--- src/rtl/circuit_eval_pkg.sv ---
// ---------------------------------------------------------------------------
// circuit_eval_pkg
//   Shared definitions for the circuit evaluation sequencer: FSM state
//   encodings, stimulus mode encodings, the 32-bit LFSR tap mask and the
//   step functions for the LFSR and the rotate-XOR signature (MISR).
// ---------------------------------------------------------------------------
package circuit_eval_pkg;

  typedef logic [1:0] state_t;

  // Sequencer FSM states
  localparam state_t ST_IDLE    = 2'd0;
  localparam state_t ST_SETTLE  = 2'd1;
  localparam state_t ST_CAPTURE = 2'd2;
  localparam state_t ST_DONE    = 2'd3;

  // Stimulus source selection
  localparam logic MODE_COUNTER = 1'b0;
  localparam logic MODE_LFSR    = 1'b1;

  // Fibonacci taps at bits 31, 21, 1 and 0
  localparam logic [31:0] LFSR_TAPS = 32'h8020_0003;

  // One LFSR shift: feedback is the parity of the tapped bits
  function automatic logic [31:0] lfsr_next(input logic [31:0] s);
    return {s[30:0], ^(s & LFSR_TAPS)};
  endfunction

  // One MISR step over the low w bits: rotate left by one, XOR the response.
  // For w == 1 the rotate degenerates to the identity.
  function automatic logic [31:0] misr_step(input logic [31:0] sig,
                                            input logic [31:0] resp,
                                            input int          w);
    logic [31:0] rot;
    logic [31:0] mask;
    rot  = 32'h0;
    mask = 32'h0;
    rot[0] = sig[w-1];
    for (int i = 1; i < 32; i++) begin
      if (i < w) begin
        rot[i] = sig[i-1];
      end
    end
    for (int j = 0; j < 32; j++) begin
      if (j < w) begin
        mask[j] = 1'b1;
      end
    end
    return (rot ^ resp) & mask;
  endfunction

endpackage

--- src/rtl/circuit_eval_stim_gen.sv ---
// ---------------------------------------------------------------------------
// circuit_eval_stim_gen
//   Stimulus source for the sequencer: a W-bit wrapping counter or a 32-bit
//   Fibonacci LFSR whose low W bits form the vector.
// Ports
//   clk, rst   clock, asynchronous active-high reset
//   i_load     load the first vector from i_seed and latch i_mode
//   i_advance  step to the next vector
//   i_mode     0 = counter, 1 = LFSR (sampled only with i_load)
//   i_seed     first vector / LFSR seed (zero-extended to 32 bits)
//   o_vec      current vector, straight from the state register
// ---------------------------------------------------------------------------
module circuit_eval_stim_gen
  import circuit_eval_pkg::*;
#(
  parameter int W = 8
) (
  input  logic         clk,
  input  logic         rst,
  input  logic         i_load,
  input  logic         i_advance,
  input  logic         i_mode,
  input  logic [W-1:0] i_seed,
  output logic [W-1:0] o_vec
);

  logic [31:0] r_state;
  logic        r_mode;
  logic [31:0] w_seed_ext;
  logic [31:0] w_load_val;
  logic [31:0] w_adv_val;

  // Load value: zero-extended seed; an all-zero LFSR seed would lock up, so use 1
  always_comb begin
    w_seed_ext          = 32'h0;
    w_seed_ext[W-1:0]   = i_seed;
    if ((i_mode == MODE_LFSR) && (w_seed_ext == 32'h0)) begin
      w_load_val = 32'h1;
    end else begin
      w_load_val = w_seed_ext;
    end
  end

  // Next vector for the latched mode; the counter wraps silently at W bits
  always_comb begin
    w_adv_val = 32'h0;
    case (r_mode)
      MODE_COUNTER: w_adv_val[W-1:0] = r_state[W-1:0] + W'(1'b1);
      MODE_LFSR:    w_adv_val        = lfsr_next(r_state);
      default:      w_adv_val        = r_state;
    endcase
  end

  // Generator state and latched mode
  always_ff @(posedge clk or posedge rst) begin
    if (rst) begin
      r_state <= 32'h0;
      r_mode  <= MODE_COUNTER;
    end else if (i_load) begin
      r_state <= w_load_val;
      r_mode  <= i_mode;
    end else if (i_advance) begin
      r_state <= w_adv_val;
      r_mode  <= r_mode;
    end else begin
      r_state <= r_state;
      r_mode  <= r_mode;
    end
  end

  assign o_vec = r_state[W-1:0];

endmodule

--- src/rtl/circuit_eval_sequencer.sv ---
// ---------------------------------------------------------------------------
// circuit_eval_sequencer
//   Drives NUM_VECTORS stimulus vectors into a combinational circuit under
//   test, holds each for SETTLE_CYCLES cycles, then folds the response into
//   a rotate-XOR signature. The final signature and vector count summarise a
//   run as one word.
// Ports
//   clk, rst    clock, asynchronous active-high reset
//   start       begin a run (sampled in IDLE only)
//   abort       cancel a run in progress, no done pulse
//   mode        0 = counter stimulus, 1 = LFSR stimulus (sampled with start)
//   seed        first vector / LFSR seed (sampled with start)
//   dut_in      registered stimulus to the circuit under test
//   dut_out     circuit response
//   busy        high while settling or capturing
//   done        one-cycle pulse on normal completion
//   signature   MISR value, valid when done pulses
//   vec_count   vectors captured in the current/last run
// ---------------------------------------------------------------------------
module circuit_eval_sequencer
  import circuit_eval_pkg::*;
#(
  parameter  int IO_PAIRS      = 4,
  parameter  int SETTLE_CYCLES = 2,
  parameter  int NUM_VECTORS   = 16,
  localparam int W             = 2 * IO_PAIRS,
  localparam int CW            = $clog2(NUM_VECTORS + 1)
) (
  input  logic          clk,
  input  logic          rst,
  input  logic          start,
  input  logic          abort,
  input  logic          mode,
  input  logic [W-1:0]  seed,
  output logic [W-1:0]  dut_in,
  input  logic [W-1:0]  dut_out,
  output logic          busy,
  output logic          done,
  output logic [W-1:0]  signature,
  output logic [CW-1:0] vec_count
);

  // settle counter runs 0 .. SETTLE_CYCLES-1
  localparam int SW = (SETTLE_CYCLES > 1) ? $clog2(SETTLE_CYCLES) : 1;

  state_t        r_state;
  state_t        w_state_nxt;
  logic [SW-1:0] r_settle_cnt;
  logic [W-1:0]  r_signature;
  logic [CW-1:0] r_vec_count;
  logic          r_busy;
  logic          r_done;
  logic          w_load;
  logic          w_capture;
  logic          w_settle_last;
  logic          w_last_vec;
  logic [31:0]   w_sig_ext;
  logic [31:0]   w_resp_ext;
  logic [W-1:0]  w_sig_step;
  logic [W-1:0]  w_vec;

  assign w_settle_last = (r_settle_cnt == SW'(SETTLE_CYCLES - 1));
  assign w_last_vec    = (r_vec_count == CW'(NUM_VECTORS - 1));

  // Widen signature and response so the shared 32-bit MISR helper can be used
  always_comb begin
    w_sig_ext              = 32'h0;
    w_resp_ext             = 32'h0;
    w_sig_ext[W-1:0]       = r_signature;
    w_resp_ext[W-1:0]      = dut_out;
    w_sig_step             = W'(misr_step(w_sig_ext, w_resp_ext, W));
  end

  // Next state and per-cycle strobes; abort beats capture, start beats abort in IDLE
  always_comb begin
    w_state_nxt = r_state;
    w_load      = 1'b0;
    w_capture   = 1'b0;
    case (r_state)
      ST_IDLE: begin
        if (start) begin
          w_state_nxt = ST_SETTLE;
          w_load      = 1'b1;
        end else begin
          w_state_nxt = ST_IDLE;
        end
      end
      ST_SETTLE: begin
        if (abort) begin
          w_state_nxt = ST_IDLE;
        end else if (w_settle_last) begin
          w_state_nxt = ST_CAPTURE;
        end else begin
          w_state_nxt = ST_SETTLE;
        end
      end
      ST_CAPTURE: begin
        if (abort) begin
          w_state_nxt = ST_IDLE;
        end else begin
          w_capture = 1'b1;
          if (w_last_vec) begin
            w_state_nxt = ST_DONE;
          end else begin
            w_state_nxt = ST_SETTLE;
          end
        end
      end
      ST_DONE: begin
        w_state_nxt = ST_IDLE;
      end
      default: begin
        w_state_nxt = ST_IDLE;
      end
    endcase
  end

  // State register plus status flags registered from the next state
  always_ff @(posedge clk or posedge rst) begin
    if (rst) begin
      r_state <= ST_IDLE;
      r_busy  <= 1'b0;
      r_done  <= 1'b0;
    end else begin
      r_state <= w_state_nxt;
      r_busy  <= (w_state_nxt == ST_SETTLE) || (w_state_nxt == ST_CAPTURE);
      r_done  <= (w_state_nxt == ST_DONE);
    end
  end

  // Settle counter: restarts for every vector, counts while settling
  always_ff @(posedge clk or posedge rst) begin
    if (rst) begin
      r_settle_cnt <= {SW{1'b0}};
    end else if (w_load || w_capture) begin
      r_settle_cnt <= {SW{1'b0}};
    end else if (r_state == ST_SETTLE) begin
      r_settle_cnt <= r_settle_cnt + SW'(1'b1);
    end else begin
      r_settle_cnt <= r_settle_cnt;
    end
  end

  // Signature and vector count: cleared by start, updated on capture, held otherwise
  always_ff @(posedge clk or posedge rst) begin
    if (rst) begin
      r_signature <= {W{1'b0}};
      r_vec_count <= {CW{1'b0}};
    end else if (w_load) begin
      r_signature <= {W{1'b0}};
      r_vec_count <= {CW{1'b0}};
    end else if (w_capture) begin
      r_signature <= w_sig_step;
      r_vec_count <= r_vec_count + CW'(1'b1);
    end else begin
      r_signature <= r_signature;
      r_vec_count <= r_vec_count;
    end
  end

  circuit_eval_stim_gen #(
    .W (W)
  ) u_stim_gen (
    .clk       (clk),
    .rst       (rst),
    .i_load    (w_load),
    .i_advance (w_capture),
    .i_mode    (mode),
    .i_seed    (seed),
    .o_vec     (w_vec)
  );

  assign dut_in    = w_vec;
  assign busy      = r_busy;
  assign done      = r_done;
  assign signature = r_signature;
  assign vec_count = r_vec_count;

endmodule

--- config.mk ---
export PLATFORM = sky130hd
export DESIGN_NAME = circuit_eval_sequencer
export DESIGN_NICKNAME = d
export VERILOG_FILES = /design/src/rtl/circuit_eval_pkg.sv /design/src/rtl/circuit_eval_stim_gen.sv /design/src/rtl/circuit_eval_sequencer.sv
export SDC_FILE = /design/constraint.sdc
export NUM_CORES = 1
export LEC_CHECK = 0
export CAP_MARGIN = 10
export CORE_ASPECT_RATIO = 0.9
export CORE_MARGIN = 8
export CORE_UTILIZATION = 28
export CTS_BUF_LIST = sky130_fd_sc_hd__clkbuf_4 sky130_fd_sc_hd__clkbuf_8 sky130_fd_sc_hd__clkbuf_16
export DETAILED_ROUTE_END_ITERATION = 7
export PLACE_DENSITY = 0.57
export SLEW_MARGIN = 30
export SYNTH_ARGS = -nofsm -noshare
export SYNTH_HDL_FRONTEND = slang
export SYNTH_HIERARCHICAL = 1
export SYNTH_SLANG_ARGS = --single-unit
--- constraint.sdc ---
create_clock -name clk -period 2.35 [get_ports clk]
set_input_delay 0.3525 -clock clk [delete_from_list [all_inputs] [get_ports clk]]
set_output_delay 0.3525 -clock clk [all_outputs]
set_load 0.02 [all_outputs]
==> reports/qor.yml, run 1 <==
min_path_type: "flip-flop to flip-flop"
seq_area_frac_synth: 0.518
cts_tree: "built"
worst_path_max_delay_cell: "clkdlybuf4s50_1"
finalCritPeriodShare: 0.828
die_area_sq_um: 12100
start_kind: "input pin"
synth_area_sq_um: 2460
wl_per_cell_um: 14.0
drt_iter0_markers: 77
coreArea_sq_um: 8570
cts-root-buf: "clkbuf_8"
dp_hpwl_mm: 3.72
reg2regPathDepth: 7
drc: 0
synth_nets: 247
powerDensity_nw_per_um2: 938
slew_violations: 0
yosys.area.top_type: "dfrtp_1"
die_y_um: 105
crit_chain: "clkdlybuf4s50_1, or3b_4, inv_2, buf_4, nand2b_1, nor2_2, buf_12, a22o_1"
antenna_found_initial: 0
firstDrtPassIters: 4
area_growth_pct: 24.0
place.gp.congestion: 0.799
nNetsFinal: 283
drive_above_1_share: 0.112
synth_top_area_share: 0.518
grt_max_degree: 34
ant_nets: 0
fmax_mhz: 514
slowest_delay_ns: 0.48
endpoint_kind: "flip-flop"
critPathBufInv: 4
cts.hold.buffers_added: 0
worstHoldPathCells: 1
port_buffers: 43
synth_area_per_cell_sq_um: 11.1
leakagePower_nw: 1.28
syn_inst: 222
worst_pin_slew_ns: 0.695
ys_seq_elements: 51
clk_pin_slew_ns: 0.10
antenna_cells: 0
rows: 32
synth_edf_count: 0
ys_warn_count: 6
cts_buffers: 5
htree_levels: 2
post_cts_buffers: 0
grt.total_usage: 0.0885
synth.area.top_cells: "dfrtp_1 (52%), a22o_1 (8.9%), xnor2_1 (4.3%), nor2_1 (3.4%), buf_4 (2.7%)"
setup_viol: 0
gr-total-overflow: 0
maxSlewHeadroom: 0.536
netlist_top_cells_count: "dfrtp_1 (51), a22o_1 (25), nor2_1 (22)"
cts_buffer_depth: 2
dp_cells: 370
clk_latency_ns: 0.30
status: "completed"
dr_total_vias: 1751
fin_cells: 378
finalHoldViolCount: 0
critical_path.max_fanout: 24
die_w_um: 115
critical-path-top-delay-family: "buffers and inverters"
maxCapViolCount: 0
clock_sink_count: 51
skew_ns: 0.0114
initial_core_util: 0.288
cp_data_required_time_ns: 2.58
cts-resized-gates: 0
cp.arrival_ns: 2.18
synthFlopType: "dfrtp_1"
rsz0062_at_grt: "no"
synth.most_common_cell: "dfrtp_1"
io_pins: 44
grt_pass1_wl_mm: 8.71
grt_pass1_vias: 1755
via_per_inst: 4.63
cp.depth: 8
path_class: "input pin to flip-flop"
fin_crit_ns: 1.95
vdd_ir_drop_max_mv: 0.308
async_flop_share: 1.00
wl_mm: 5.30
ys_types: 47
tns_ns: 0
==> per-layer routing <==
layer  routed length (um)  GRT usage  up-vias  part of all wire
met5                    0          0        -                 0
met4                   55     0.0309        0             0.010
met1                 2420      0.109      858              0.46
met2                 2570      0.144       29              0.48
li1                     -          -      862                 -
met3                  263     0.0247        2             0.050
==> registers in the layout (all words and copies together), names as in the netlist <==
| name | flops |
|---|---|
| u_stim_gen/r_state | 32 |
| signature | 8 |
| vec_count | 5 |
| r_state | 2 |
| busy | 1 |
| done | 1 |
| r_settle_cnt | 1 |
| u_stim_gen/r_mode | 1 |
==> path summary, 6_finish.rpt <==
kind                                         from  slack (ns)                     end
setup / recovery                            abort        0.40  u_stim_gen/r_state[22]
hold / removal             u_stim_gen/r_state[17]        0.50  u_stim_gen/r_state[18]
setup reg to reg                       r_state[1]        0.45  u_stim_gen/r_state[22]
hold reg to reg            u_stim_gen/r_state[17]        0.50  u_stim_gen/r_state[18]
max in group asynchronous                     rst        1.39            signature[1]
min in group asynchronous                     rst        0.51  u_stim_gen/r_state[21]
==> power by group <==
group          internal (mW)  leakage, nW  switching [mW]
clock                  0.220       0.0446           0.283
combinational          0.526        0.542           0.588
sequential              1.02        0.690           0.229
total                   1.77         1.28            1.10
==> layout by cell type (no fill, tap or decap), types with 3 or more instances in the layout <==
master and count:
a211oi_1 6, a211oi_2 4, a21oi_1 8, a22o_1 25, a311oi_1 3, buf_4 5, clkbuf_8 5, clkdlybuf4s50_1 43
dfrtp_1 51, ha_1 4, inv_1 4, nand2_1 9, nand2b_1 4, nand3_1 3, nor2_1 21, o21ai_0 4
o21ai_1 4, o31ai_1 3, xnor2_1 12
==> worst register-to-register path, cell delays in order (launching register included) <==
cell      delay (ns)
dfrtp_1         0.48
or3b_4          0.45
inv_2           0.11
buf_4           0.19
nand2b_1        0.12
nor2_2          0.16
buf_12          0.18
a22o_1          0.15
==> stage by stage <==
step / hold slack, ns / util / cell area, sq um / power (mW) / worst slack, ns
2_1_floorplan: 0.291 / - / 2460 / 2.05 / 0.447
3_3_place_gp: 0.478 / 0.346 / 2960 / 2.37 / 0.115
3_5_place_dp: 0.481 / 0.346 / 2960 / 2.39 / 0.0456
4_1_cts: 0.494 / 0.356 / 3050 / 2.90 / 0.365
5_1_grt: 0.515 / 0.356 / 3050 / 3.06 / 0.341
6_report: 0.497 / 0.356 / 3050 / 2.87 / 0.405
==> cells by family after synthesis <==
group / synth area share
buffers and inverters: 0.0670
flip-flops: 0.518
AO/OA/AOI/OAI: 0.211
XOR/XNOR: 0.0462
AND/OR/NAND/NOR: 0.129
multiplexers: 0.00813
adder cells (fa/ha/maj): 0.0203
==> layout make-up <==
| type | instances | area [sq um] |
|---|---|---|
| clock inverters | 2 | 12.5 |
| well taps | 119 | 149 |
| fillers | 892 | 5510 |
| multi-input cells | 145 | 1030 |
| clock buffers | 6 | 76.3 |
| flip-flops and latches | 51 | 1280 |
| repair buffers | 49 | 488 |
| inverters | 6 | 22.5 |
No activity file was read; power rests on OpenSTA's default activity.
==> inputs of run 2 (changes only) <==
--- a/config.mk
+++ b/config.mk
@@ -11,7 +11,7 @@
 export CORE_UTILIZATION = 28
 export CTS_BUF_LIST = sky130_fd_sc_hd__clkbuf_4 sky130_fd_sc_hd__clkbuf_8 sky130_fd_sc_hd__clkbuf_16
 export DETAILED_ROUTE_END_ITERATION = 7
-export PLACE_DENSITY = 0.57
+export PLACE_DENSITY = 0.59
 export SLEW_MARGIN = 30
 export SYNTH_ARGS = -nofsm -noshare
 export SYNTH_HDL_FRONTEND = slang
==> constraint.sdc (replaced) <==
create_clock -name clk -period 1.69 [get_ports clk]
set_input_delay 0.2535 -clock clk [delete_from_list [all_inputs] [get_ports clk]]
set_output_delay 0.2535 -clock clk [all_outputs]
set_load 0.02 [all_outputs]
==> run 2 against run 1 <==
  * Final cell count is 3.4% higher
  * Sequential power is 34% higher
  * Die area stayed put
  * Clock skew is 0.0044 ns lower
  * Non-clock buffer count is 13 higher
  * Hold slack worse by 0.24 ns
  * Register-to-register slack worse by 0.40 ns
  * First-iteration DRC count is 36% higher
  * Clock power is 96% higher
  * Total power is 53% higher
  * Largest power group is now combinational logic
  * Highest routed layer unchanged
==> reports/qor.yml, run 2 (synthesis results as in run 1) <==
status: "completed"
firstDrtPassIters: 4
antenna_cells: 0
grt_max_degree: 34
wl_mm: 5.37
layout_setup_ws_ns: 0.0539
dp_hpwl_mm: 3.80
gr-total-overflow: 0
leakagePower_nw: 1.41
die_area_sq_um: 12100
n_fill_cell: 864
die_w_um: 115
start_kind: "flip-flop"
ant_nets: 0
port_buffers: 43
drc: 0
clk_latency_ns: 0.30
grt.total_usage: 0.0915
antenna_found_initial: 0
rsz0062_at_grt: "yes"
cts_buffer_depth: 2
maxSlewHeadroom: 0.608
crit_start: "r_state[0]"
via_per_inst: 4.62
io_pins: 44
cts_tree: "built"
endpoint: "u_stim_gen/r_state[20]"
fmax_mhz: 611
critical_path.max_fanout: 12
p_total_mw: 4.39
place.gp.congestion: 0.749
drive_above_1_share: 0.165
r2r_slack_ns: 0.05
clock_sink_count: 51
slew_violations: 0
clk_pin_slew_ns: 0.09
wl_per_cell_um: 13.7
die_y_um: 105
rr_startpoint: "r_state[0]"
skew_ns: 0.00698
drt_iter0_markers: 105
cp_data_required_time_ns: 1.93
reg2regPathDepth: 7
fin_crit_ns: 1.64
cts-root-buf: "clkbuf_8"
powerDensity_nw_per_um2: 1350
cp.arrival_ns: 1.87
finalHoldViolCount: 0
largest_reg_flops: 32
grt_pass1_vias: 1836
cts_buffers: 5
mostFrequentLayoutCells: "dfrtp_1 (51), clkdlybuf4s50_1 (37), a22o_1 (25), nor2_1 (21), buf_4 (15)"
setup_viol: 0
finalCritPeriodShare: 0.968
dr_total_vias: 1806
grt_pass1_wl_mm: 9.11
preCtsSetupSlack_ns: -0.394
worst_pin_slew_ns: 0.587
htree_levels: 2
r2r_end: "u_stim_gen/r_state[20]"
min_path_type: "input pin to async pin"
cts.hold.buffers_added: 0
endpoint_kind: "flip-flop"
maxCapViolCount: 0
coreArea_sq_um: 8570
area_growth_pct: 32.4
path_class: "flip-flop to flip-flop"
vdd_ir_drop_max_mv: 0.409
nNetsFinal: 296
largest_register: "u_stim_gen/r_state"
initial_core_util: 0.288
rows: 32
final_common_cell: "dfrtp_1"
==> run 2: how the worst min path moves through the flow <==
stage                           start                      to  slack, ns
2_1_floorplan                     rst                    busy       0.19
3_5_place_dp   u_stim_gen/r_state[13]  u_stim_gen/r_state[14]       0.48
4_1_cts                           rst            signature[1]       0.26
6_report                          rst            signature[1]       0.25
5_1_grt                           rst            signature[1]       0.30
3_3_place_gp   u_stim_gen/r_state[15]  u_stim_gen/r_state[16]       0.48
==> run 2: per-layer routing <==
| layer | wire (um) | global-route usage | up-vias |
|---|---|---|---|
| li1 | - | - | 897 |
| met1 | 2660 | 0.126 | 874 |
| met2 | 2360 | 0.135 | 30 |
| met3 | 291 | 0.0247 | 5 |
| met4 | 64 | 0.0309 | 0 |
| met5 | 0 | 0 | - |
==> run 2: cell type report <==
cell class / count / area, sq um / share of cell area
clock buffers: 6 / 76.3 / 0.0234
clock inverters: 2 / 60.1 / 0.0184
well taps: 119 / 149 / 0.0457
repair buffers: 62 / 619 / 0.190
multi-input cells: 145 / 1050 / 0.323
inverters: 6 / 25.0 / 0.00767
flip-flops and latches: 51 / 1280 / 0.391
==> run 2: power by group <==
group / switching (mW) / internal, mW / total [mW]
clock: 0.382 / 0.608 / 0.989
sequential: 0.264 / 1.42 / 1.68
combinational: 0.904 / 0.814 / 1.72
==> run 2: worst max-delay path, stage by stage, from the launching register on <==
cell and delay (ns):
dfrtp_1 0.41, or3b_4 0.40, inv_4 0.09, buf_12 0.13
nand2b_4 0.07, nor2_4 0.15, clkbuf_16 0.19, a22o_1 0.12
==> run 2: through the flow <==
stage	setup TNS, ns	hold WS [ns]	utilization	std cells	cell area, sq um
after CTS	0	0.260	0.375	389	3210
after global routing	-0.0282	0.297	0.381	391	3260
final	0	0.254	0.381	391	3260
after global placement	-11.10	0.475	0.358	381	3070
after floorplan	-0.331	0.192	-	222	2520
after detailed placement	-12.09	0.477	0.358	381	3070
==> run 2: timing repair <==
action | CTS | global route
cloned | 0 | 1
endpoints found under the setup margin | 30 | 23
pin swaps | 0 | 4
endpoints found under the hold margin | 0 | 0
buffers inserted | 0 | 1
gates resized for setup | 6 | 6
==> inputs of run 3 (changes only) <==
==> constraint.sdc (replaced) <==
create_clock -name clk -period 1.69 [get_ports clk]
set_input_delay 0.2535 -clock clk [delete_from_list [all_inputs] [get_ports clk]]
set_output_delay 0.2535 -clock clk [all_outputs]
set_load 0.005 [all_outputs]
==> run 3 against run 2 <==
  * Core utilization is 0.28 points higher
  * Final cell count is 0.77% higher
  * Non-clock buffer count is 3 higher
  * Die area stayed put
  * Clock power is 25% lower
  * Combinational power is 7% lower
  * Via count is 2.6% higher
  * Sequential share of layout area is 0.21 points lower
  * Sequential power hardly changed
  * Critical path depth is 1 higher
  * Wire length is 5.9% higher
  * Register-to-register slack worse by 0.02 ns
==> reports/qor.yml, run 3 (synthesis results as in run 1) <==
final_common_cell: "dfrtp_1"
dp_hpwl_mm: 3.94
cp.arrival_ns: 1.91
min_path_type: "input pin to async pin"
clock_sink_count: 51
place.gp.congestion: 0.748
worst_path_max_delay_cell: "clkdlybuf4s50_1"
finalHoldViolCount: 0
post_dp_cell_area_sq_um: 3060
cts_buffers: 5
die_area_sq_um: 12100
firstDrtPassIters: 5
grt_pass1_vias: 1831
largest_register: "u_stim_gen/r_state"
nNetsFinal: 299
coreArea_sq_um: 8570
tns_ns: 0
leakagePower_nw: 1.38
dp_cells: 380
critical_path.max_fanout: 12
slew_violations: 0
drt_iter0_markers: 109
die_y_um: 105
mostFrequentLayoutCells: "dfrtp_1 (49), clkdlybuf4s50_1 (43), a22o_1 (25), nor2_1 (21), buf_4 (17)"
rr_startpoint: "r_state[0]"
stdcell_area_sq_um: 3280
crit_chain: "clkdlybuf4s50_1, or3b_4, inv_4, buf_12, nand2b_4, nor2_4, clkbuf_16, a22o_1"
gr-total-overflow: 0
antenna_cells: 0
htree_levels: 2
area_growth_pct: 33.3
cts-root-buf: "clkbuf_8"
r2r_slack_ns: 0.03
grt_max_degree: 34
cp_data_required_time_ns: 1.93
reg2regPathDepth: 7
wl_per_cell_um: 14.4
worst_pin_slew_ns: 0.627
largest_reg_flops: 32
drc: 0
fin_cells: 394
clk_pin_slew_ns: 0.09
path_class: "input pin to flip-flop"
cts_buffer_depth: 2
p_total_mw: 4.03
r2r_end: "u_stim_gen/r_state[26]"
crit_start: "abort"
grt.total_usage: 0.0916
start_kind: "input pin"
maxCapViolCount: 0
ant_nets: 0
clk_latency_ns: 0.30
cts_tree: "built"
grt_pass1_wl_mm: 9.08
port_buffers: 43
powerDensity_nw_per_um2: 1230
status: "completed"
die_w_um: 115
rows: 32
fin_hold_ws_ns: 0.258
fin_crit_ns: 1.67
dr_total_vias: 1853
drive_above_1_share: 0.193
io_pins: 44
via_per_inst: 4.70
slowest_delay_ns: 0.43
critPathBufInv: 4
antenna_found_initial: 0
endpoint_kind: "flip-flop"
fmax_mhz: 600
skew_ns: 0.00950
vdd_ir_drop_max_mv: 0.427
rsz0062_at_grt: "yes"
setup_viol: 0
finalCritPeriodShare: 0.986
initial_core_util: 0.288
maxSlewHeadroom: 0.581
critical-path-top-delay-family: "buffers and inverters"
wl_mm: 5.69
run 3: cell types whose count changed in the layout (fill, tap and decap cells not counted), moves of 2 or more:
cell,before,now
bufinv_16,2,0
dfrtp_1,51,49
a311oi_2,0,2
clkdlybuf4s50_1,37,43
buf_4,15,17
dfrtp_2,0,2
dlygate4sd2_1,4,0
a311oi_1,3,1
dlymetal6s2s_1,2,0
run 3: layer usage:
metal | up-vias | global-route usage | wire length [um]
met5 | - | 0 | 0
met4 | 0 | 0.0281 | 59
met3 | 4 | 0.0213 | 283
met2 | 41 | 0.137 | 2520
met1 | 911 | 0.127 | 2820
li1 | 897 | - | -
run 3: worst register-to-register path, cell delays in order (launching register included):
cell       delay, ns
dfrtp_1         0.41
or3b_4          0.40
inv_4           0.08
buf_12          0.11
nand2b_4        0.07
nor2_4          0.19
clkbuf_16       0.21
a22o_1          0.13
run 3: worst max-delay path by stage:
stage                                   endpoint  cells after the start
final                     u_stim_gen/r_state[26]                      8
after global placement     u_stim_gen/r_state[0]                      5
after detailed placement   u_stim_gen/r_state[3]                      6
after floorplan            u_stim_gen/r_state[7]                      7
after CTS                  u_stim_gen/r_state[0]                      6
after global routing      u_stim_gen/r_state[12]                      7
run 3: metrics by stage:
step,util,setup slack [ns]
6_report,0.383,0.0235
5_1_grt,0.383,-0.0428
4_1_cts,0.370,0.00418
3_5_place_dp,0.357,-0.424
3_3_place_gp,0.357,-0.378
2_1_floorplan,-,-0.0181
run 3: timing repair:
item,4_1_cts,5_1_grt
gates resized for setup,2,9
cloned,0,2
endpoints found under the setup margin,26,21
buffers inserted,0,4
hold buffers,0,0
pin swaps,0,5
run 3: layout make-up:
cell class | instances | area, sq um
Clock buffer | 6 | 82.6
Timing Repair Buffer | 65 | 659
Clock inverter | 2 | 16.3
Fill cell | 878 | 5280
Inverter | 6 | 25.0
Sequential cell | 51 | 1280
Multi-Input combinational cell | 145 | 1070
Tap cell | 119 | 149
run 3: where the power goes:
| group | internal (mW) | leakage [nW] | switching [mW] | total [mW] |
|---|---|---|---|---|
| combinational | 0.855 | 0.644 | 0.741 | 1.60 |
| clock | 0.335 | 0.0474 | 0.402 | 0.737 |
| sequential | 1.42 | 0.688 | 0.277 | 1.70 |
